### src/rtl/ioblock_cfg_ctrl.sv
// ioblock_cfg_ctrl
// Configuration controller for a bank of NUM_IO programmable I/O blocks.
// Each block holds three config bits {TSMUX[1], TSMUX[0], DORREG}. The host
// fills a local shadow array over a valid/ready write port. COMMIT serialises
// the whole shadow array onto the I/O config scan chain (highest block first,
// MSB first within a block), then strobes CFG_LATCH so every block updates at
// once.
//
// Ports:
//   IOCLK      sole clock, rising edge
//   RST        asynchronous active-high reset
//   WR_VALID   host write request
//   WR_READY   controller can accept a write (IDLE only)
//   WR_ADDR    target I/O block index
//   WR_DATA    {TSMUX[1], TSMUX[0], DORREG}
//   COMMIT     level-sampled request to shift the shadow array to the chain
//   BUSY       commit in progress (SHIFT and LATCH)
//   DONE       one-cycle pulse after a commit completes
//   ERR        sticky flag: write to an out-of-range address
//   CFG_SDO    serial config data to the chain
//   CFG_SEN    chain shift enable, high in the last cycle of each bit period
//   CFG_LATCH  one-cycle strobe: chain contents become the active config
module ioblock_cfg_ctrl #(
  parameter int NUM_IO    = 8,
  parameter int AW        = 3,
  parameter int SHIFT_DIV = 2
) (
  input  logic          IOCLK,
  input  logic          RST,
  input  logic          WR_VALID,
  output logic          WR_READY,
  input  logic [AW-1:0] WR_ADDR,
  input  logic [2:0]    WR_DATA,
  input  logic          COMMIT,
  output logic          BUSY,
  output logic          DONE,
  output logic          ERR,
  output logic          CFG_SDO,
  output logic          CFG_SEN,
  output logic          CFG_LATCH
);

  localparam int NBITS = 3 * NUM_IO;
  localparam int BW    = $clog2(NBITS);
  localparam int DW    = (SHIFT_DIV > 1) ? $clog2(SHIFT_DIV) : 1;

  localparam logic [BW-1:0] LAST_BIT = BW'(NBITS - 1);
  localparam logic [DW-1:0] DIV_LAST = DW'(SHIFT_DIV - 1);

  typedef enum logic [1:0] {IDLE, SHIFT, LATCH} state_t;

  state_t           state, state_nxt;
  logic [NBITS-1:0] shadow;
  logic [BW-1:0]    bit_idx;
  logic [DW-1:0]    div_cnt;
  logic             done_q;
  logic             err_q;
  logic             wr_en;
  logic             addr_ok;
  logic             bit_end;

  assign wr_en   = (state == IDLE) && WR_VALID;
  assign addr_ok = ({1'b0, WR_ADDR} < (AW+1)'(NUM_IO));
  assign bit_end = (div_cnt == DIV_LAST);
  assign DONE    = done_q;
  assign ERR     = err_q;

  // Shadow block i lives at shadow[3*i+2 : 3*i], so counting bit_idx down
  // from the top delivers highest block first and TSMUX[1] first per block.
  always_comb begin
    state_nxt = state;
    WR_READY  = 1'b0;
    BUSY      = 1'b0;
    CFG_SDO   = 1'b0;
    CFG_SEN   = 1'b0;
    CFG_LATCH = 1'b0;
    case (state)
      IDLE: begin
        WR_READY = 1'b1;
        if (COMMIT) state_nxt = SHIFT;
      end
      SHIFT: begin
        BUSY    = 1'b1;
        CFG_SDO = shadow[bit_idx];
        CFG_SEN = bit_end;
        if (bit_end && (bit_idx == '0)) state_nxt = LATCH;
      end
      LATCH: begin
        BUSY      = 1'b1;
        CFG_LATCH = 1'b1;
        state_nxt = IDLE;
      end
      default: state_nxt = IDLE;
    endcase
  end

  always_ff @(posedge IOCLK or posedge RST) begin
    if (RST) state <= IDLE;
    else     state <= state_nxt;
  end

  // Shadow, flags and shift counters. Writes are only accepted in IDLE, so
  // the shadow is the commit-time snapshot for the whole shift.
  always_ff @(posedge IOCLK or posedge RST) begin
    if (RST) begin
      shadow  <= '0;
      bit_idx <= '0;
      div_cnt <= '0;
      done_q  <= 1'b0;
      err_q   <= 1'b0;
    end else begin
      done_q <= (state == LATCH);

      if (wr_en && addr_ok) begin
        for (int i = 0; i < NUM_IO; i++) begin
          if (WR_ADDR == AW'(i)) shadow[3*i +: 3] <= WR_DATA;
        end
      end

      // Commit start wins over an out-of-range write on the same edge.
      if ((state == IDLE) && COMMIT) err_q <= 1'b0;
      else if (wr_en && !addr_ok)    err_q <= 1'b1;

      if (state == IDLE) begin
        bit_idx <= LAST_BIT;
        div_cnt <= '0;
      end else if (state == SHIFT) begin
        if (bit_end) begin
          div_cnt <= '0;
          if (bit_idx != '0) bit_idx <= bit_idx - 1'b1;
        end else begin
          div_cnt <= div_cnt + 1'b1;
        end
      end
    end
  end

endmodule
### config.mk
export PLATFORM = sky130hd
export DESIGN_NAME = ioblock_cfg_ctrl
export DESIGN_NICKNAME = d
export VERILOG_FILES = /design/src/rtl/ioblock_cfg_ctrl.sv
export SDC_FILE = /design/constraint.sdc
export NUM_CORES = 1
export LEC_CHECK = 0
export CAP_MARGIN = 20
export CORE_ASPECT_RATIO = 0.5
export CORE_UTILIZATION = 55
export DETAILED_ROUTE_END_ITERATION = 16
export MAX_ROUTING_LAYER = met4
export PLACE_DENSITY = 0.77
export SYNTH_ARGS = -nofsm -noshare
export SYNTH_HDL_FRONTEND = slang
export SYNTH_SLANG_ARGS = --single-unit
### constraint.sdc
create_clock -name IOCLK -period 2.8 [get_ports IOCLK]
set_input_delay 0.42 -clock IOCLK [delete_from_list [all_inputs] [get_ports IOCLK]]
set_output_delay 0.42 -clock IOCLK [all_outputs]
set_load 0.005 [all_outputs]
==> results.md <==
- I/O pin cnt: 17
- Syn_area_per_cell: 13.0 um^2
- CP Max Fanout: 8
- Crit end category: primary output
- Initial antenna violation count: 0
- GR Overflow Total: 0
- Post-route DRC: 0
- DRT iter0 DRCs: 51
- DP HPWL: 2240 um
- Post-synth net total: 145
- Largest net degree at the start of global routing: 26
- Status: completed
- Die H: 41.1 um
- Post-place setup slack: 0.152 ns
- Layout Area Growth over Synthesis: 17.1%
- Fillers: roughly 200
- Met1 GRT Util: 0.315
- HP Class: primary input to async pin
- Synth Instances: 130
- First-pass GRT wire length: 5030 um
- Clock slew at reported path FFs: 0.07 ns
- Pwr Density: between 900 and 1000 nW/um^2
- Period minus WS final: 2.61 ns
- Sink Count: 33
- Starting Density: 0.613
- Post-route cell area: 1970 um^2
- R2r setup slk: 0.63 ns
- H-Tree Depth: 2
- Met2 Track Usage GR: 0.346
- VDD IR-drop max: about 0.72 mV
- Setup ws final: 0.188 ns
- CP Class: flop to primary output
- Routability Congestion: 0.821
- Share of post-route cells with drive strength above 1: 0.278
- Die width: 80.3 um
- Final ANT Viol Nets: 0
- Die Footprint: 3300 um^2
- CTS Buf Count: 5
- Drt first pass iters: 4
- Yosys warns: 0
- Number of global-route vias before repair: approximately 990
- Post-synthesis sequential area ratio: 0.490
- Final Cycle Share: 0.933
- Port Buffers: 15
- Antenna diode count: 0
- Total GRT Usage: 0.236
- CP startpoint kind: flop
- Met3 Resource Use GR: 0.0733
- Multi-input gate area: 777 um^2
- Pleak: 0.877 nW
- Final slew viol count: 0
- Crit path DAT: 2.19 ns
- Synthesized area: ~1700 um^2
- Setup Skew: 0.00747 ns
- Vias/cell: 5.63
- Register bit total from synthesis: 33
- CTS Hold Bufs: 0
- Data required, critical path: approximately 2.4 ns
- Clock buffer depth: 2
- Final setup vio count: 0
- CTS root buf: clkbuf_8
- Rows: 13
- Vias: 1058
- CTS tree: built
- Netlist cell types: 32
- Drt total wl: 3190 um
- Commonest cells after routing, fill and taps aside: dfrtp_1 (32), mux2_2 (25), clkdlybuf4s50_1 (14)
- Layer with the highest usage: met2
- NumNets Final: 165
- Max frequency: between 0.3 and 0.4 GHz
- Max cap viols: 0
- Clk_lat worst skew: 0.29 ns
- Final Hold Viols: 0
- Most common cell after layout, fill and taps aside: dfrtp_1
- Worst R2R Path Depth: 7
- Setup TNS: 0 ns
- Sequential Area: approximately 830 um^2
- Core box area: 2750 um^2
- Drt wl/cell: 17.0 um
- Dpl cell area: between 1500 and 2000 um^2
- RSZ-0062 raised after global routing: no
[per-stage QoR]
| stage | cells | util | hold WS [ns] | total power, W |
|---|---|---|---|---|
| final | 188 | 0.717 | 0.387 | 0.00196 |
| after global routing | 188 | 0.717 | 0.439 | 0.00207 |
| after CTS | 188 | 0.717 | 0.401 | 0.00196 |
| after detailed placement | 178 | 0.674 | 0.487 | 0.00147 |
| after global placement | 178 | 0.674 | 0.482 | 0.00145 |
| after floorplan | 130 | - | 0.471 | 0.00126 |
[worst max-delay path, cell delays in order (launching register included)]
cell and delay [ns]:
dfrtp_2 0.48, mux4_2 0.52, mux2i_1 0.17, nor3_1 0.07
or3_1 0.39, dlygate4sd2_1 0.27
[flip-flops by register name, summed over array words and instances, names as in the netlist]
name,cells
bit_end,1
DONE,1
shadow,24
state,2
bit_idx,5
[kinds of logic after synthesis]
family | Yosys count | synth area share
AOI/OAI and AO/OA | 8 | 0.0371
xor gates and xnor gates | 4 | 0.0208
adders and majority gates | 5 | 0.0371
buffers and inverters | 13 | 0.0416
DFF | 33 | 0.490
muxes | 34 | 0.270
other | 1 | 0.00223
and+or+nand+nor | 32 | 0.101
[path summary, 6_finish.rpt]
path,startpoint,to
setup / recovery,bit_idx[0]$_DFFE_PP0P_,CFG_SDO
hold / removal,RST,DONE$_DFF_PP0_
setup reg to reg,bit_idx[0]$_DFFE_PP0P_,state[1]$_DFFE_PP0P_
hold reg to reg,shadow[8]$_DFFE_PP0P_,shadow[8]$_DFFE_PP0P_
max in group asynchronous,RST,bit_idx[0]$_DFFE_PP0P_
min in group IOCLK,shadow[8]$_DFFE_PP0P_,shadow[8]$_DFFE_PP0P_
[where the power goes]
part | internal, W | switching (W)
Combinational | 0.000415 | 0.000251
Clock | 0.000290 | 0.000178
Sequential | 0.000686 | 0.000140
[area by class of cell]
type,count,share of cell area
clock buffers,7,0.0438
inverters,7,0.0133
repair buffers,19,0.0907
flip-flops and latches,33,0.419
multi-input cells,84,0.394
well taps,37,0.0235
clock inverters,1,0.0152
[cell usage after synthesis]
master,count,area share
o311ai_0,1,0.0052
nand2b_1,4,0.015
clkbuf_1,1,0.0022
and2_1,1,0.0037
a21oi_2,1,0.0052
xor2_1,2,0.010
mux2_2,25,0.17
dfrtp_1,33,0.49
nand3b_1,1,0.0045
a211o_1,1,0.0052
nand3_1,3,0.0089
a21o_1,1,0.0045
o21a_1,2,0.0089
buf_4,1,0.0045
mux2_1,1,0.0067
inv_1,7,0.016
buf_6,2,0.013
nand2_1,4,0.0089
or3_1,3,0.011
buf_2,2,0.0059
mux2i_1,3,0.018
nor3b_1,1,0.0045
xnor2_1,2,0.010
mux4_1,5,0.078
ha_1,5,0.037
conb_1,1,0.0022
nor2_1,11,0.025
o21ai_0,1,0.0030
nor4bb_1,1,0.0059
a311oi_1,1,0.0052
nor3_1,2,0.0059
or4b_4,1,0.0082
[what timing repair did]
action	4_1_cts	5_1_grt
buffers inserted	2	0
endpoints found under the hold margin	0	0
setup endpoints to repair	1	0
resized for setup	5	0
[layer usage]
layer	wire, um	part of all wire	vias up
met1	1660	0.52	535
met4	16	0.0050	0
met5	0	0	-
met2	1400	0.44	23
met3	110	0.034	3
li1	-	-	497
No activity file was read; power rests on OpenSTA's default activity.
